## src/rtl/fifo_arb_pkg.sv

```systemverilog
// Shared defaults and read-side occupancy states for fifo_arb_ctrl.
package fifo_arb_pkg;

   localparam int WIDTH_DEF   = 8;
   localparam int NUM_REQ_DEF = 4;
   localparam int CNT_W_DEF   = 16;

   typedef enum logic [1:0] {
      EMPTY = 2'd0,
      ONE   = 2'd1,
      TWO   = 2'd2
   } occ_e;

   function automatic logic [1:0] occ_level(input occ_e s);
      logic [1:0] lvl;
      case (s)
         EMPTY:   lvl = 2'd0;
         ONE:     lvl = 2'd1;
         TWO:     lvl = 2'd2;
         default: lvl = 2'd0;
      endcase
      return lvl;
   endfunction

endpackage

```

## src/rtl/rr_arbiter.sv

```systemverilog
// Round-robin selector: one-hot grant to the first requester at or after the pointer.
module rr_arbiter #(
   parameter int NUM_REQ = 4,
   parameter int PTR_W   = $clog2(NUM_REQ)
) (
   input  logic [NUM_REQ-1:0] req_i,
   input  logic [PTR_W-1:0]   ptr_i,
   output logic [NUM_REQ-1:0] gnt_o
);
   localparam int SUM_W = PTR_W + 1;

   logic             found_s;
   logic [SUM_W-1:0] raw_s;
   logic [SUM_W-1:0] sum_s;
   logic [PTR_W-1:0] idx_s;

   // Scan upward from the pointer, wrapping modulo NUM_REQ; the first requester wins.
   always_comb begin
      gnt_o   = '0;
      found_s = 1'b0;
      raw_s   = '0;
      sum_s   = '0;
      idx_s   = '0;
      for (int i = 0; i < NUM_REQ; i++) begin
         raw_s        = {1'b0, ptr_i} + SUM_W'(i);
         sum_s        = (raw_s >= SUM_W'(NUM_REQ)) ? (raw_s - SUM_W'(NUM_REQ)) : raw_s;
         idx_s        = sum_s[PTR_W-1:0];
         gnt_o[idx_s] = gnt_o[idx_s] | (req_i[idx_s] & ~found_s);
         found_s      = found_s | req_i[idx_s];
      end
   end

endmodule

```

## src/rtl/fifo_arb_ctrl.sv

```systemverilog
// Round-robin multi-writer front end and 2-entry prefetching read buffer around an external FIFO.
module fifo_arb_ctrl
   import fifo_arb_pkg::*;
#(
   parameter int WIDTH   = WIDTH_DEF,
   parameter int NUM_REQ = NUM_REQ_DEF,
   parameter int CNT_W   = CNT_W_DEF
) (
   input  logic                     clk_i,
   input  logic                     rst_ni,
   input  logic [NUM_REQ-1:0]       req_i,
   input  logic [NUM_REQ*WIDTH-1:0] wdata_i,
   output logic [NUM_REQ-1:0]       gnt_o,
   output logic                     fifo_wr_en_o,
   output logic [WIDTH-1:0]         fifo_wdata_o,
   input  logic                     fifo_full_i,
   input  logic                     fifo_empty_i,
   output logic                     fifo_rd_en_o,
   input  logic [WIDTH-1:0]         fifo_rdata_i,
   output logic                     m_valid_o,
   output logic [WIDTH-1:0]         m_data_o,
   input  logic                     m_ready_i,
   output logic [CNT_W-1:0]         stall_cnt_o
);
   localparam int PTR_W = $clog2(NUM_REQ);

   logic [PTR_W-1:0]   ptr_d, ptr_q;
   logic [NUM_REQ-1:0] req_eff_s, gnt_s;
   logic [WIDTH-1:0]   wdata_s;
   logic [CNT_W-1:0]   stall_d, stall_q;
   occ_e               occ_d, occ_q;
   logic               inflight_d, inflight_q;
   logic [WIDTH-1:0]   buf0_d, buf0_q, buf1_d, buf1_q;
   logic               pop_s, push_s, rd_en_s;
   logic [1:0]         level_s;

   // Grants are suppressed in reset as well as when the FIFO is full.
   assign req_eff_s = (rst_ni && !fifo_full_i) ? req_i : '0;

   rr_arbiter #(
      .NUM_REQ (NUM_REQ),
      .PTR_W   (PTR_W)
   ) u_rr_arbiter (
      .req_i (req_eff_s),
      .ptr_i (ptr_q),
      .gnt_o (gnt_s)
   );

   // Write data mux, pointer advance and saturating stall counter.
   always_comb begin
      wdata_s = '0;
      ptr_d   = ptr_q;
      for (int k = 0; k < NUM_REQ; k++) begin
         wdata_s = wdata_s | (wdata_i[k*WIDTH +: WIDTH] & {WIDTH{gnt_s[k]}});
         ptr_d   = gnt_s[k] ? ((k == NUM_REQ - 1) ? '0 : PTR_W'(k + 1)) : ptr_d;
      end
      if ((|req_i) && fifo_full_i && (stall_q != '1)) begin
         stall_d = stall_q + CNT_W'(1);
      end else begin
         stall_d = stall_q;
      end
   end

   // Prefetch only while buffered plus in-flight words, net of this cycle's pop, leave room.
   always_comb begin
      pop_s   = (occ_q != EMPTY) && m_ready_i;
      push_s  = inflight_q;
      level_s = occ_level(occ_q) + {1'b0, inflight_q} - {1'b0, pop_s};
      rd_en_s = rst_ni && !fifo_empty_i && (level_s < 2'd2);
   end

   // Occupancy FSM next state; buf0 always holds the oldest word.
   always_comb begin
      occ_d  = occ_q;
      buf0_d = buf0_q;
      buf1_d = buf1_q;
      case (occ_q)
         EMPTY: begin
            if (push_s) begin
               occ_d  = ONE;
               buf0_d = fifo_rdata_i;
            end else begin
               occ_d = EMPTY;
            end
         end
         ONE: begin
            if (push_s && pop_s) begin
               buf0_d = fifo_rdata_i;
            end else if (push_s) begin
               occ_d  = TWO;
               buf1_d = fifo_rdata_i;
            end else if (pop_s) begin
               occ_d = EMPTY;
            end else begin
               occ_d = ONE;
            end
         end
         TWO: begin
            if (pop_s) begin
               occ_d  = push_s ? TWO : ONE;
               buf0_d = buf1_q;
               buf1_d = push_s ? fifo_rdata_i : buf1_q;
            end else begin
               occ_d = TWO;
            end
         end
         default: occ_d = EMPTY;
      endcase
      inflight_d = rd_en_s;
   end

   // State registers; reset drops buffered and in-flight words.
   always_ff @(posedge clk_i or negedge rst_ni) begin
      if (!rst_ni) begin
         ptr_q      <= '0;
         stall_q    <= '0;
         occ_q      <= EMPTY;
         inflight_q <= 1'b0;
         buf0_q     <= '0;
         buf1_q     <= '0;
      end else begin
         ptr_q      <= ptr_d;
         stall_q    <= stall_d;
         occ_q      <= occ_d;
         inflight_q <= inflight_d;
         buf0_q     <= buf0_d;
         buf1_q     <= buf1_d;
      end
   end

   assign gnt_o        = gnt_s;
   assign fifo_wr_en_o = |gnt_s;
   assign fifo_wdata_o = wdata_s;
   assign fifo_rd_en_o = rd_en_s;
   assign m_valid_o    = (occ_q != EMPTY);
   assign m_data_o     = buf0_q;
   assign stall_cnt_o  = stall_q;

endmodule

```

## config.mk

```make
export PLATFORM = sky130hd
export DESIGN_NAME = fifo_arb_ctrl
export DESIGN_NICKNAME = d
export VERILOG_FILES = /design/src/rtl/fifo_arb_pkg.sv /design/src/rtl/rr_arbiter.sv /design/src/rtl/fifo_arb_ctrl.sv
export SDC_FILE = /design/constraint.sdc
export NUM_CORES = 1
export LEC_CHECK = 0
export ABC_AREA = 1
export CORE_MARGIN = 5
export CORE_UTILIZATION = 45
export CTS_BUF_LIST = sky130_fd_sc_hd__clkbuf_4
export DETAILED_ROUTE_END_ITERATION = 10
export GPL_TIMING_DRIVEN = 0
export HOLD_SLACK_MARGIN = 0.08
export PLACE_DENSITY_LB_ADDON = 0.2
export SLEW_MARGIN = 20
export SYNTH_ARGS = -nofsm -noshare
export SYNTH_HDL_FRONTEND = slang
export SYNTH_SLANG_ARGS = --single-unit
export TNS_END_PERCENT = 1
```

## constraint.sdc

```tcl
create_clock -name clk_i -period 7.09 [get_ports clk_i]
set_clock_uncertainty 0.05 [all_clocks]
set_input_delay 1.0635 -clock clk_i [delete_from_list [all_inputs] [get_ports clk_i]]
set_output_delay 1.0635 -clock clk_i [all_outputs]
set_load 0.1 [all_outputs]
```

==> flow_summary.json <==
{
  "status": "completed",
  "worst_hold_startpoint": "stall_cnt_o[5]",
  "synth.cell_area_um2": 2432,
  "num_vias": 2520,
  "postCtsSetupRepairBufs": 0,
  "drt.antenna.violating_nets": 0,
  "clkSinkCount": 37,
  "mostFrequentLayoutCell": "nand2_1",
  "syn_area_per_cell_um2": 7.746,
  "clock_path_buffers": 2,
  "synthArstFlopShare": 1.000,
  "fin_crit_sh": 0.8330,
  "nets": 464,
  "arrival_ns": 4.79,
  "routedWlPerCell_um": 13.41,
  "tightest_slew_ns": 1.014,
  "synth_area_leaders": "dfrtp_1 (38%), nand2_1 (13%), nand3_1 (9.7%)",
  "worstSetupStartpointType": "input port",
  "drtPass1Iterations": 4,
  "grt-ovfl-total": 0,
  "rsz0062_at_grt": "no",
  "syn_inst": 314,
  "drv_cap": 0,
  "fmaxAchievable_ghz": 0.1693,
  "core_um2": 5172,
  "seq_area_frac_synth": 0.3807,
  "io_buffer_count": 87,
  "final_cell_mix": "nand2_1 (87), clkdlybuf4s50_1 (86), nand3_1 (47)",
  "grt_pass1_wl_mm": 11.33,
  "synth_top_area_share": 0.3807,
  "hp-class": "flip-flop to flip-flop",
  "holdPathStages": 1,
  "hold_viol": 0,
  "slew_violations": 0,
  "ys_warn_count": 0,
  "synth_edf_count": 0,
  "diodes": 0,
  "worstSetupEndpointType": "primary output",
  "drive_above_1_share": 0.1002,
  "cts.clk_slew.worst_paths_ns": 0.11,
  "syn_nets": 369,
  "cts_tree": "done",
  "cp_data_required_time_ns": 5.98,
  "synth_cell_types": 31,
  "cts_resized": 0,
  "clock-root-buffer": "clkbuf_4",
  "r2r_end": "ptr_q[1]",
  "die_w_um": 83.52,
  "start_util": 0.4702,
  "drc": 0,
  "r2r_slack_ns": 4.10,
  "crit_type": "input port to primary output",
  "synth-seq-cells": 37,
  "utilization": 0.6739,
  "rows": 26,
  "r2r_start": "ptr_q[1]",
  "worstSkewPairLatency_ns": 0.33,
  "antenna_found_initial": 0,
  "slew_headroom": 0.3218,
  "crit_fanout": 25,
  "grt_pass1_vias": 2508,
  "gp_congestion": 0.9205,
  "synthFlopType": "dfrtp_1",
  "hold_buffers": 0,
  "syn2layout_area_growth_pct": 43.31,
  "die_y_um": 83.52,
  "dp_hpwl_mm": 5.049,
  "synth_area_leader_cell": "dfrtp_1",
  "drt_iter0_drc": 103,
  "cts_max_level": 2,
  "grt_max_degree": 26,
  "track_usage": 0.1909,
  "numCtsBuffers": 5,
  "r2r_cells": 19,
  "dieArea_um2": 6976,
  "period_minus_slack_ns": 5.906,
  "pin_count": 88,
  "n_fill_cell": 426,
  "setup_viol": 0,
  "vias_per_cell": 5.261,
  "totalWireLength_mm": 6.422,
  "whs_endpoint": "stall_cnt_o[5]"
}
worst max-delay path by stage:
stage,start,end,slack [ns],cells after the start
global route,rst_ni,fifo_wdata_o[5],0.69,23
detailed placement,rst_ni,fifo_wdata_o[0],1.17,23
CTS,rst_ni,fifo_wdata_o[0],1.17,23
global placement,rst_ni,fifo_wdata_o[3],-0.11,20
finish,rst_ni,fifo_wdata_o[1],1.18,23
floorplan,m_ready_i,fifo_rd_en_o,2.04,6
sequential cells by signal, indices dropped and copies added (netlist names):
signal / count
ptr_q: 2
buf1_q: 8
stall_cnt_o: 16
occ_q: 2
inflight_q: 1
m_data_o: 8
layout make-up:
type	instances	area [um^2]	area share
Tap cell	70	87.58	0.02513
Sequential cell	37	925.9	0.2656
Inverter	27	101.3	0.02907
Multi-Input combinational cell	248	1390	0.3988
Buffer	2	15.01	0.004307
Timing Repair Buffer	88	893.4	0.2563
Clock buffer	5	37.54	0.01077
Clock inverter	2	35.03	0.01005
worst max-delay path, stage by stage:
cell and delay (ns):
buf_2 0.37, buf_16 0.23, nand3_1 0.12, nand2_1 0.11, nand3_2 0.10, nand2_4 0.11, nand3_1 0.07, nand3_1 0.11
nand2_2 0.08, nand3_1 0.10, nand3_1 0.09, nand3_1 0.11, nand2_2 0.08, nand3_1 0.12, nand3_2 0.08, nand3_2 0.09
nand2_4 0.07, nand3_1 0.07, nand2_1 0.09, inv_2 0.18, nand2_1 0.08, nand4_1 0.10, clkdlybuf4s50_1 1.14
metrics by stage:
stage	setup TNS, ns	setup WS (ns)	instance area (um^2)	cells	hold slack, ns
finish	0	1.184	3486	479	0.4601
global route	0	0.6882	3486	479	0.4756
CTS	0	1.166	3486	479	0.4643
detailed placement	0	1.168	3413	472	0.4435
global placement	-0.7601	-0.1103	3391	471	0.4358
floorplan	0	2.035	2432	314	0.4298
kinds of logic after synthesis:
family                   after synthesis  share of synthesized area
AND/OR/NAND/NOR                      191                     0.3801
adder cells (fa/ha/maj)                6                    0.03086
buffers and inverters                 29                    0.04784
XOR/XNOR                              15                    0.05401
multiplexers                           9                    0.04115
flip-flops                            37                     0.3807
AO/OA/AOI/OAI                         27                    0.06533
per-layer routing:
metal / wire (um) / global-route usage
met1: 2825 / 0.2455
met2: 3110 / 0.3236
met3: 393 / 0.04640
met4: 93 / 0.04532
met5: 0 / 0
cell usage after synthesis (3+ instances only):
cell	number
nand4_1	12
ha_1	6
nor2_1	23
inv_1	21
nor3_1	3
nand3_1	47
a21oi_1	3
xor2_1	9
mux2_2	8
xnor2_1	6
nand2_1	87
nand3_2	5
o21ai_0	10
nand2_4	5
dfrtp_1	37
inv_2	5
nand2_2	5
a31oi_1	8
Power is left out: the tool's default activity adds up to more than one toggle a clock period on the data nets, which glitch-free logic cannot reach.
